### src/rtl/var_clk_seq_pkg.sv
// Shared types and default widths for the multi-channel variable tempo sequencer.
package var_clk_seq_pkg;

  localparam int CHANNELS_DEF = 4;
  localparam int PERIOD_W_DEF = 10;
  localparam int STEP_W_DEF   = 4;

  typedef enum logic [1:0] {
    STOP = 2'd0,
    RUN  = 2'd1,
    HALT = 2'd2
  } chan_state_e;

endpackage

### src/rtl/var_clk_chan.sv
// One tempo channel: half-period counter, square wave and step sequencer.
module var_clk_chan
  import var_clk_seq_pkg::*;
#(
  parameter int PERIOD_W = PERIOD_W_DEF,
  parameter int STEP_W   = STEP_W_DEF
) (
  input  logic                clk100hz,
  input  logic                rst,
  input  logic                enable,
  input  logic                restart,
  input  logic [PERIOD_W-1:0] period,
  input  logic [STEP_W-1:0]   step_len,
  output logic                tick,
  output logic                clk_out,
  output logic                wrap,
  output logic [STEP_W-1:0]   step
);

  chan_state_e         state_s;
  logic [PERIOD_W-1:0] cnt_q, cnt_d;
  logic [PERIOD_W-1:0] ap_q, ap_d;
  logic [STEP_W-1:0]   step_q, step_d;
  logic [STEP_W-1:0]   last_step_s;
  logic                clk_q, clk_d;
  logic                tick_q, tick_d;
  logic                wrap_q, wrap_d;

  // The channel state follows enable and the held active period each cycle.
  always_comb begin
    state_s = STOP;
    if (!enable) begin
      state_s = STOP;
    end else if (ap_q == {PERIOD_W{1'b0}}) begin
      state_s = HALT;
    end else begin
      state_s = RUN;
    end
  end

  // A step_len of zero selects the full 2^STEP_W sequence, whose last index is all ones.
  always_comb begin
    if (step_len == {STEP_W{1'b0}}) begin
      last_step_s = {STEP_W{1'b1}};
    end else begin
      last_step_s = step_len - STEP_W'(1);
    end
  end

  // Next-state logic; >= rather than == so a shrunken period or length never counts through the full range.
  always_comb begin
    cnt_d  = cnt_q;
    ap_d   = ap_q;
    step_d = step_q;
    clk_d  = clk_q;
    tick_d = 1'b0;
    wrap_d = 1'b0;
    if (restart) begin
      cnt_d  = {PERIOD_W{1'b0}};
      step_d = {STEP_W{1'b0}};
      clk_d  = 1'b0;
      ap_d   = period;
    end else begin
      case (state_s)
        RUN: begin
          if (cnt_q >= ap_q - PERIOD_W'(1)) begin
            tick_d = 1'b1;
            cnt_d  = {PERIOD_W{1'b0}};
            clk_d  = ~clk_q;
            ap_d   = period;
            if (step_q >= last_step_s) begin
              step_d = {STEP_W{1'b0}};
              wrap_d = 1'b1;
            end else begin
              step_d = step_q + STEP_W'(1);
            end
          end else begin
            cnt_d = cnt_q + PERIOD_W'(1);
          end
        end
        STOP, HALT: ap_d = period;
        default:    ap_d = period;
      endcase
    end
  end

  // Channel state registers.
  always_ff @(posedge clk100hz) begin
    if (rst) begin
      cnt_q  <= {PERIOD_W{1'b0}};
      ap_q   <= {PERIOD_W{1'b0}};
      step_q <= {STEP_W{1'b0}};
      clk_q  <= 1'b0;
      tick_q <= 1'b0;
      wrap_q <= 1'b0;
    end else begin
      cnt_q  <= cnt_d;
      ap_q   <= ap_d;
      step_q <= step_d;
      clk_q  <= clk_d;
      tick_q <= tick_d;
      wrap_q <= wrap_d;
    end
  end

  assign tick    = tick_q;
  assign clk_out = clk_q;
  assign wrap    = wrap_q;
  assign step    = step_q;

endmodule

### src/rtl/var_clk_seq_multi.sv
// Multi-channel variable tempo sequencer: CHANNELS independent copies of var_clk_chan.
module var_clk_seq_multi
  import var_clk_seq_pkg::*;
#(
  parameter int CHANNELS = CHANNELS_DEF,
  parameter int PERIOD_W = PERIOD_W_DEF,
  parameter int STEP_W   = STEP_W_DEF
) (
  input  logic                         clk100hz,
  input  logic                         rst,
  input  logic [CHANNELS*PERIOD_W-1:0] period,
  input  logic [CHANNELS-1:0]          enable,
  input  logic [CHANNELS*STEP_W-1:0]   step_len,
  input  logic                         restart,
  output logic [CHANNELS-1:0]          tick,
  output logic [CHANNELS-1:0]          clk_out,
  output logic [CHANNELS*STEP_W-1:0]   step,
  output logic [CHANNELS-1:0]          wrap
);

  genvar g;
  generate
    for (g = 0; g < CHANNELS; g++) begin : g_chan
      var_clk_chan #(
        .PERIOD_W (PERIOD_W),
        .STEP_W   (STEP_W)
      ) u_chan (
        .clk100hz (clk100hz),
        .rst      (rst),
        .enable   (enable[g]),
        .restart  (restart),
        .period   (period[g*PERIOD_W +: PERIOD_W]),
        .step_len (step_len[g*STEP_W +: STEP_W]),
        .tick     (tick[g]),
        .clk_out  (clk_out[g]),
        .wrap     (wrap[g]),
        .step     (step[g*STEP_W +: STEP_W])
      );
    end
  endgenerate

endmodule

### config.mk
export PLATFORM = sky130hd
export DESIGN_NAME = var_clk_seq_multi
export DESIGN_NICKNAME = d
export VERILOG_FILES = /design/src/rtl/var_clk_seq_pkg.sv /design/src/rtl/var_clk_chan.sv /design/src/rtl/var_clk_seq_multi.sv
export SDC_FILE = /design/constraint.sdc
export NUM_CORES = 1
export LEC_CHECK = 0
export CAP_MARGIN = 20
export CELL_PAD_IN_SITES_DETAIL_PLACEMENT = 0
export CELL_PAD_IN_SITES_GLOBAL_PLACEMENT = 1
export CORE_MARGIN = 2
export CORE_UTILIZATION = 45
export CTS_CLUSTER_DIAMETER = 100
export DETAILED_ROUTE_END_ITERATION = 8
export GPL_TIMING_DRIVEN = 0
export PLACE_DENSITY_LB_ADDON = 0.2
export RECOVER_POWER = 50
export SLEW_MARGIN = 20
export SYNTH_ARGS = -nofsm -noshare
export SYNTH_HDL_FRONTEND = slang
export SYNTH_SLANG_ARGS = --single-unit
### constraint.sdc
create_clock -name clk100hz -period 7.6 [get_ports clk100hz]
set_clock_uncertainty 0.15 [all_clocks]
set_input_delay 1.14 -clock clk100hz [delete_from_list [all_inputs] [get_ports clk100hz]]
set_output_delay 1.14 -clock clk100hz [all_outputs]
set_load 0.02 [all_outputs]
## Word-level counts from Yosys, hierarchy flattened

Index checks and enable logic that the tools add are counted.
Widths: inputs -> output; s select.

| operators by class | value |
|---|---|
| add/subtract/negate cells | 16 |
| magnitude comparators | 8 |
| equal/unequal tests | 8 |
| multiplexer cells | 40 |
| bitwise logic cells | 12 |
| reductions and logical operators | 21 |

Operators by type and width:

| cell | number |
|---|---|
| $mux 10 | 16 |
| $add 10x1->10 const B | 4 |
| $ge 10x10->1 | 4 |
| $logic_not 10->1 | 4 |
| $sub 10x1->10 const B | 4 |
| $mux 4 | 8 |
| $add 4x1->4 const B | 4 |
| $ge 4x4->1 | 4 |
| $logic_not 4->1 | 4 |
| $mux 2 | 8 |
| $reduce_or 4->1 | 4 |
| $sub 4x1->4 const B | 4 |
| $ne 3x2->1 const B | 4 |
| $not 1->1 | 12 |
| $reduce_or 3->1 | 4 |
| $eq 2x1->1 const B | 4 |
| $mux 1 | 8 |
| $reduce_and 2->1 | 4 |
| $reduce_or 2->1 | 1 |

| word-level totals | value |
|---|---|
| register bits | 108 |
| input bits | 63 |
| output and inout port bits | 28 |
| word-level logic and storage cells | 129 |

## Logic depth before layout (Yosys ltp)

Gate-level depths: netlist (run 1).

| depth | value |
|---|---|
| word-level depth | 6 |
| mapped depth | 14 |
| depth with buffers taken out | 13 |

## By module

From an unflattened synthesis (run 1), not the netlist that was laid out.

| unflattened totals | value |
|---|---|
| cells, all modules | 729 |
| area, all modules | 6467.5 sq um |

Modules (own cells, without submodules):

| module | instances | cells each | area each (sq um) | seq. area each (sq um) |
|---|---|---|---|---|
| var_clk_chan (g_chan[0].u_chan ...) | 3 | 184 | 1625.3 | 540.5 |
| var_clk_chan (g_chan[3].u_chan) | 1 | 177 | 1591.5 | 540.5 |

## Worst setup path before layout (run 1)

OpenSTA, ideal clock, no wires.

| timing path | value |
|---|---|
| kind | input-to-reg |
| start point | input step_len[8] |
| end point | register g_chan[2].u_chan.step_q[3] |
| setup time | 0.067 ns |
| arrival time | 3.116 ns |
| required time | 7.383 ns |
| slack | 4.266 ns |
| cell stages on the path | 10 |
| path buffers | 0 |
| cells stage by stage | inv_1 > ha_1 > nand2b_1 > o21ai_0 > ha_1 > nand2b_1 > a2111oi_0 > nor3_1 > or4_1 > a21oi_2 |

| between the ends | value |
|---|---|
| longest elaborated chain between the ends | 4 |
| elaborated cells between the ends (all ways) | 5 |
| classes of those cells | add/sub (1); order compare (1); mux (2); reduce/logical (1) |

Ends and longest elaborated chain:

| what | RTL line | RTL |
|---|---|---|
| start: declaration | var_clk_seq_multi.sv:13 | `input logic [CHANNELS*STEP_W-1:0] step_len,` |
| $sub 4x1->4 or $logic_not 4->1 (tied branches) | var_clk_chan.sv:46, var_clk_chan.sv:43 |  |
| $mux 4 (*) | var_clk_chan.sv:43 | `if (step_len == {STEP_W{1'b0}}) begin` |
| $ge 4x4->1 (*) | var_clk_chan.sv:71 | `if (step_q >= last_step_s) begin` |
| $mux 4 (*) | var_clk_chan.sv:71 |  |
| end signal: assignment | var_clk_chan.sv:92 | `step_q <= {STEP_W{1'b0}};` |
| end signal: assignment | var_clk_chan.sv:99 | `step_q <= step_d;` |
| end: declaration | var_clk_chan.sv:23 | `logic [STEP_W-1:0] step_q, step_d;` |

Mark *: on every way between the ends. The rest lies on a longest branch, timed or not.
A chain may end at the register's enable or synchronous reset.

## Final worst setup path (run 1)

| timing path | value |
|---|---|
| start point | register g_chan[2].u_chan.ap_q[0] |
| end point | register g_chan[2].u_chan.cnt_q[0] |

| between the ends | value |
|---|---|
| longest elaborated chain between the ends | 4 |
| elaborated cells between the ends (all ways) | 7 |
| classes of those cells | add/sub (1); order compare (1); eq/ne (1); mux (3); reduce/logical (1) |

Ends and longest elaborated chain:

| what | RTL line | RTL |
|---|---|---|
| start: declaration | var_clk_chan.sv:22 | `logic [PERIOD_W-1:0] ap_q, ap_d;` |
| start signal: assignment | var_clk_chan.sv:91 | `ap_q <= {PERIOD_W{1'b0}};` |
| start signal: assignment | var_clk_chan.sv:98 | `ap_q <= ap_d;` |
| parallel branches: the longest is 4 deep, another holds $sub 10x1->10 | - |  |
| end signal: assignment | var_clk_chan.sv:90 | `cnt_q <= {PERIOD_W{1'b0}};` |
| end signal: assignment | var_clk_chan.sv:97 | `cnt_q <= cnt_d;` |
| end: declaration | var_clk_chan.sv:21 | `logic [PERIOD_W-1:0] cnt_q, cnt_d;` |

Parallel ways; which one is timed is not known.

==> summary by stage, run 1 <==
Outcome
The run finished with clean final reports.

Clocking
The number of buffers created by CTS is 9. The clock slew at the register clock pins of the worst setup and hold paths is 0.07 ns. The maximum clock path buffer count is 2. Post-CTS timing repair inserted 0 buffers for setup. Clock latency on the worst-skew pair, taken at its later pin, is 0.34 ns.

The CTS H-tree depth is 3. The CTS tree is built. The number of buffers inserted by hold repair at cts is 0. The root buffer cell is clkbuf_16. Gates resized during post-CTS repair numbered 0.

The clock net in this run drives a total of 108 sinks.

Critical path
Of all nets on the critical path, the largest fanout is 10. At the worst endpoint, the arrival time is 4.05 ns. The count of buffer and inverter cells on the critical path is 2. The element type at the critical path end is a register.

STA classifies the critical path startpoint as a register. The slowest cell on the critical path is or4b_1. In this run the number of cells on the critical path is 13.

Among cell families on the critical path, the largest total delay comes from simple AND/OR/NAND/NOR gates. The depth of the most critical reg-to-reg path is 13. The signal on the critical path passes through inv_1, ha_1, or4b_1, nor4_1, xnor2_1, ha_1, o21ai_0, nor2_1, or3_1, o21bai_1, clkbuf_1, nand2_1, nor2_1.

The kind of critical path is register to register. The maximum single-stage delay on the critical path is 0.54 ns. The required time at the endpoint of the critical path is 7.73 ns.

Power and ir drop
The power density relative to cell area is 162 nW/µm². In this run the power spent charging and discharging nets is 0.326 mW. The internal power component is 0.930 mW. The total design power is 1.26 mW. The share of total power in combinational logic is 0.175. Of the total power, registers draw 0.479. The maximum resistive drop on vdd is 0.102 mV.

Of the total power, the share spent switching nets is 0.259. Of the total power, the clock network draws 0.346. For this design the static power due to leakage is 3.22 nW.

Route
Summed over all layers, the routed wires come to 13600 µm. For this run, the detailed router's first-pass iteration total came to 4. For this run, design rule violations remaining after detail routing come to 0. The first-iteration detailed-routing DRC count is 180. The mean routed wirelength per cell is 13.4 µm. The count of nets left with antenna violations once routing finished came out at 0. Dividing the detail-routed via count by the number of cells gives 5.19. Detailed routing inserted a total of 5262 vias.

Timing
The final max-slew violation count is 0. Measured against its own limit, the worst slew margin works out to 0.532. The count of final hold-check violations is 0. For the final routed database, the setup TNS stands at 0 ns. The worst hold-check slack is 0.360 ns. At the pin with the least slew margin, the transition time is 0.696 ns. Setup repair after global routing left no endpoint under its margin. The fmax is 255 MHz. Of the available clock period, the critical path in the final layout requires 0.517. The number of failing setup endpoints in the final timing report is 0.

The minimum clock period is 3.93 ns.

Die
The top-level port count is 91. Measured along the x axis, the die boundary spans 123 µm. Measured along the y axis, the die boundary spans 123 µm. The floorplan has 43 rows. The initial core utilization is 0.462.

The area enclosed by the die boundary is 15200 µm². The core area is 13900 µm².

Global route
Entering global routing, the biggest net connects 16 pins. The number of antenna violations at the first check in global routing came to 0. For this run, the total global-route usage over all layers was measured as 0.189. The first global-routing pass estimated 22900 µm of wire. The via count of the first global-routing pass was 5082. Summed over all layers, the global routing overflow is 0.

Cells and area
The finished cells cover 7750 µm². 0 antenna diodes ended up in the layout. The most common cell after layout, fill and taps aside is nor2_1. The number of filler cells placed in the layout is 1288.

The net count of the finished layout is 966. The layout-stage area growth over the synthesis result is 20.9%. In the layout the commonest cells are nor2_1 (116), dfxtp_1 (108), ha_1 (74), clkdlybuf4s50_1 (61), mux2i_1 (43). The share of layout cells above drive strength 1 is 0.0456.

Synth
The warning count from the yosys run is 0. Sorting the synthesized cells by area gives the leading types as dfxtp_1 (34%), ha_1 (14%), nor2_1 (6.7%), mux2i_1 (6.7%), xor2_1 (5.5%). The number of enable flip-flop cells after synthesis is 0.

The number of nets handed over by synthesis was 866. The most used flip-flop cell after synthesis is dfxtp_1. The sequential share of the synthesized area is 0.337.

The mean instance size in the synthesized netlist is 8.79 µm². After synthesis, the share of flip-flops with an asynchronous set or reset is 0. In this run the cell area of the synthesized design comes to 6410 µm². Of the post-synthesis cell area, the dominant cell type holds 0.337.

The largest total area in the synthesized netlist belongs to dfxtp_1. The instance count of the mapped netlist is 729. In this run, distinct cell masters in the synthesized netlist total 48. The number of synthesized register bits is 108.

Placement
The total placed instance area is 7530 µm². The number of buffer cells added on primary ports is 89. At the end of routability-driven placement, the weighted congestion stood at 0.838. The detailed-placement wirelength estimate is 10900 µm.

Flow run
The count of max-cap constraint violations is 0.

Hold path
The path class of the tightest hold or removal check is register to register. Counting instances, the worst hold path has a depth of 2.
registers in the layout, indices dropped and copies added (netlist names):
| signal | flops |
|---|---|
| g_chan.u_chan.cnt_q | 40 |
| g_chan.u_chan.tick | 4 |
| g_chan.u_chan.ap_q | 40 |
| g_chan.u_chan.step | 16 |
| g_chan.u_chan.clk_out | 4 |
| g_chan.u_chan.wrap | 4 |
power by group through the flow:
stage	Sequential [mW]	Combinational, mW	Clock, mW
5_1_grt	0.605	0.250	0.466
3_5_place_dp	0.615	0.223	0
4_1_cts	0.602	0.224	0.448
2_1_floorplan	0.610	0.153	0
6_report	0.602	0.219	0.435
3_3_place_gp	0.615	0.212	0
routing by layer:
metal	vias to the layer above	track usage	wire length (µm)
li1	2740	-	-
met4	0	0.0646	181
met2	106	0.330	6470
met3	11	0.0300	525
met5	-	0	0
met1	2405	0.237	6420
kinds of logic after synthesis:
family / count (synthesis) / synth area share
DFF: 108 / 0.337
buffers and inverters: 64 / 0.0486
and+or+nand+nor: 296 / 0.228
muxes: 43 / 0.0671
adders and majority gates: 74 / 0.144
xor gates and xnor gates: 74 / 0.101
AOI/OAI and AO/OA: 70 / 0.0738
tightest hold or removal path, stage by stage (launching register included):
cell and delay [ns]:
dfxtp_1 0.34, xor2_1 0.07, nor2_1 0.07
stage by stage:
| stage | std cells | setup WS [ns] | utilization |
|---|---|---|---|
| finish | 1013 | 3.67 | 0.559 |
| global route | 1013 | 3.32 | 0.559 |
| CTS | 1013 | 3.87 | 0.562 |
| detailed placement | 998 | 3.53 | 0.542 |
| global placement | 998 | 3.67 | 0.542 |
| floorplan | 729 | 4.27 | - |
final cells by class:
cell class                 count  area (µm²)  area share
buffer                        30         168      0.0216
clock buffer                  13         260      0.0336
clock inverter                 2        10.0     0.00129
inverter                      34         128      0.0165
multi-input combinational    557        3910       0.504
sequential                   108        2160       0.279
tap                          180         225      0.0290
timing repair buffer          89         891       0.115
final timing paths:
path	start	end	slack, ns
min	g_chan[0].u_chan.clk_out	g_chan[0].u_chan.clk_out	0.36
max reg2reg	g_chan[2].u_chan.ap_q[0]	g_chan[2].u_chan.cnt_q[0]	3.67
min reg2reg	g_chan[0].u_chan.clk_out	g_chan[0].u_chan.clk_out	0.36
max	g_chan[2].u_chan.ap_q[0]	g_chan[2].u_chan.cnt_q[0]	3.67
cells in the mapped netlist, types with 3 or more instances:
master,number
o21ai_0,11
clkbuf_1,7
xnor2_1,34
nor2b_1,4
a2111oi_0,4
dfxtp_1,108
nor3_1,29
and3_1,9
nand4_1,11
o31ai_1,5
xor2_1,40
a21oi_1,22
mux2i_1,43
ha_1,74
nand2b_1,13
nand3_1,25
or4_1,10
a211oi_1,12
buf_2,6
a41oi_1,4
inv_1,34
nand2_1,35
nor4_1,7
nor2_1,115
or3_1,15
buf_4,15
o21ai_2,3
and2_1,8
Power figures use the tool's default switching activity.
==> run 2: changes to the inputs <==
Settings changed: CORE_UTILIZATION 45 to 42.
Clock period 7.6 ns to 4 ns, I/O delays scaled along.
==> run 2 against run 1 <==
Net effect: die area up 6.9%; utilization is 4.0 points lower; setup slack got worse by 3.3 ns; critical path depth did not move; final area rose by 0.63%; sequential power is 89% higher; power rose by 92%; sequential cell count unchanged; routed wire length grew 0.73%; cell count increased by 0.89%; global-route usage down 1.5 points.
==> summary by stage, run 2 (synthesis gave the netlist of run 1 again) <==
Clocking
The clock latency on the worst-skew pair is 0.35 ns. The CTS H-tree depth is 3. TritonCTS built the clock tree. The clock slew at the register clock pins of the worst setup and hold paths is 0.07 ns. The number of buffers inserted by hold repair at cts is 0. The number of buffers created by CTS is 9. No sink is reached through more buffers than the 2 on the longest clock path. The clock sink total is 108. The root buffer cell is clkbuf_16.

Cells and area
In the layout the commonest cells are nor2_1 (116), dfxtp_1 (108), ha_1 (74), clkdlybuf4s50_1 (61), mux2i_1 (43). The final layout contains 966 nets. The share of layout cells above drive strength 1 is 0.0552. The layout-stage area growth over the synthesis result is 21.7%.

0 antenna diodes ended up in the layout. The most common cell after layout, fill and taps aside is nor2_1.

Timing
The final sum of negative setup slack is 0 ns. The worst-case headroom to the max-slew limit is 0.523. Setup violations remaining at the end of the flow were counted as 0. The count of final hold-check violations is 0.

Based on the critical path, the design can be clocked at up to 275 MHz. Setup repair after global routing left no endpoint under its margin. The final setup slack of the worst path is 0.366 ns. The minimum clock period is 3.63 ns. For the pin with the worst max-slew slack, the measured transition is 0.710 ns. The final max-slew violation count was 0. Of the available clock period, the critical path in the final layout requires 0.908.

Global route
The layer flagged by global routing as most heavily used is met2. The via count of the first global-routing pass came to 4975. In the global route stage, met1 resource usage came out at 0.224. For met3 alone, demand over resource in global routing was 0.0381.

The maximum number of pins on one net before global-route repair is 17. The first global-routing pass estimated 23100 µm of wire. Summed over all layers, the global routing overflow is 0. The met2 usage is 0.288. The number of antenna violations at the first check in global routing is 0.

In the global route stage, overall resource usage came out at 0.175.

Critical path
The required time at the endpoint of the critical path is 4.13 ns. The endpoint arrival time on the critical path is 3.77 ns. The critical path contains buffers and inverters numbering 2 combined.

The launch point of the critical path is g_chan[2].u_chan.ap_q[0]. The depth of the most critical reg-to-reg path is 13. Traced cell by cell, the critical path runs through inv_1, ha_1, or4b_1, nor4_1, xnor2_1, ha_1, o21ai_0, nor2_1, or3_1, o21bai_1, buf_6, nand2_1, nor2_1.

In this run the worst path has a maximum fanout of 10. The maximum single-stage delay on the critical path is 0.54 ns. Following the worst setup path forward leads to its endpoint at g_chan[2].u_chan.cnt_q[5]. The capture point of the worst reg-to-reg path is g_chan[2].u_chan.cnt_q[5]. The worst setup path is launched from a register. The worst setup path is of the register to register kind. The slowest cell on the critical path is or4b_1. The setup check on the worst reg-to-reg path leaves a slack of 0.37 ns. The launching point of the worst reg2reg path is g_chan[2].u_chan.ap_q[0]. The element type at the critical path end is a register. On the critical path the largest part of the delay comes from simple AND/OR/NAND/NOR gates. The instance count on the critical path is 13.

Die
The core area is 15000 µm². The number of standard-cell rows in the floorplan is 45. The vertical die dimension is 128 µm. The width of the die is 128 µm. The initial utilization of the core area, before any placement, comes to 0.426. For this design the top-level I/O count stands at 91. The floorplan step defined a die boundary enclosing 16300 µm².

Route
For this block, the routed nets add up to 13700 µm of wire. The detailed router finished its first iteration with 176 violations. After detailed routing, the number of remaining DRC violations is 0.

The number of detailed-routing iterations run before antenna repair is 4. Once detail routing completed, the nets flagged for antenna violations numbered 0. The routed layout has 5196 vias. After detailed routing, the number of vias per cell comes to 5.08. After detailed routing, the average wire length per cell comes to 13.4 µm.

Placement
Input and output buffers added on the ports amount to 89. The final weighted congestion in routability-driven placement is 0.797. The pre-CTS worst setup slack is 0.285 ns. The detailed-placement wirelength estimate is 10800 µm.

Outcome
The run finished with clean final reports.

Flow run
Across the run, the number of max-cap violations was 0.

Power and ir drop
The static leakage is 3.24 nW. In this run the power density over the cells is 309 nW/µm². The maximum resistive drop on vdd is 0.205 mV.

Hold path
The type of the most critical hold path is register to register.
-- run 2: what timing repair did --
item,CTS,global route
gates resized for setup,0,1
hold endpoints to repair,0,0
setup endpoints to repair,0,10
buffers inserted,0,0
-- run 2: worst min-delay path by stage --
| stage | end | from | depth (start not counted) | slack (ns) |
|---|---|---|---|---|
| global route | g_chan[1].u_chan.clk_out | g_chan[1].u_chan.clk_out | 2 | 0.41 |
| finish | g_chan[0].u_chan.clk_out | g_chan[0].u_chan.clk_out | 2 | 0.37 |
| floorplan | g_chan[0].u_chan.clk_out | g_chan[0].u_chan.clk_out | 2 | 0.33 |
| global placement | g_chan[2].u_chan.step[3] | g_chan[2].u_chan.step[3] | 2 | 0.34 |
| CTS | g_chan[2].u_chan.step[3] | g_chan[2].u_chan.step[3] | 2 | 0.36 |
| detailed placement | g_chan[2].u_chan.step[3] | g_chan[2].u_chan.step[3] | 2 | 0.35 |
-- run 2: worst reg2reg max path: cells and delay by family, from the launching register on --
family / cells / cell delay [ns]
fa+ha+maj: 2 / 0.46
buf+inv: 2 / 0.29
compound gates: 2 / 0.48
simple gates: 6 / 1.67
xor+xnor: 1 / 0.18
flops: 1 / 0.34
-- run 2: area by class of cell --
class	instances	area (µm²)
clock buffer	12	256
timing repair buffer	89	891
multi-input combinational	557	3930
sequential	108	2160
tap	188	235
buffer	30	180
inverter	34	128
fill	1391	7230
clock inverter	4	23.8
-- run 2: power breakdown --
group          switching [mW]  internal, mW
registers              0.0380          1.11
logic                   0.207         0.211
clock network           0.391         0.455
-- run 2: per-stage QoR --
stage / std cells / hold slack [ns] / util / power, mW / cell area, µm²
floorplan: 729 / 0.330 / - / 1.45 / 6410
global placement: 1006 / 0.344 / 0.501 / 1.57 / 7540
detailed placement: 1006 / 0.353 / 0.501 / 1.59 / 7540
CTS: 1022 / 0.362 / 0.520 / 2.45 / 7820
global route: 1022 / 0.410 / 0.519 / 2.55 / 7800
finish: 1022 / 0.366 / 0.519 / 2.41 / 7800
-- run 2: routing by layer --
metal	wire [µm]	share of wire
met5	0	0
met4	212	0.015
met3	736	0.054
met2	6160	0.45
met1	6590	0.48
==> run 3: changes to the inputs <==
Settings changed: CTS_CLUSTER_SIZE set to 20.
==> results of run 3 <==
Final layout, timing and power as in run 2 (identical DEF).
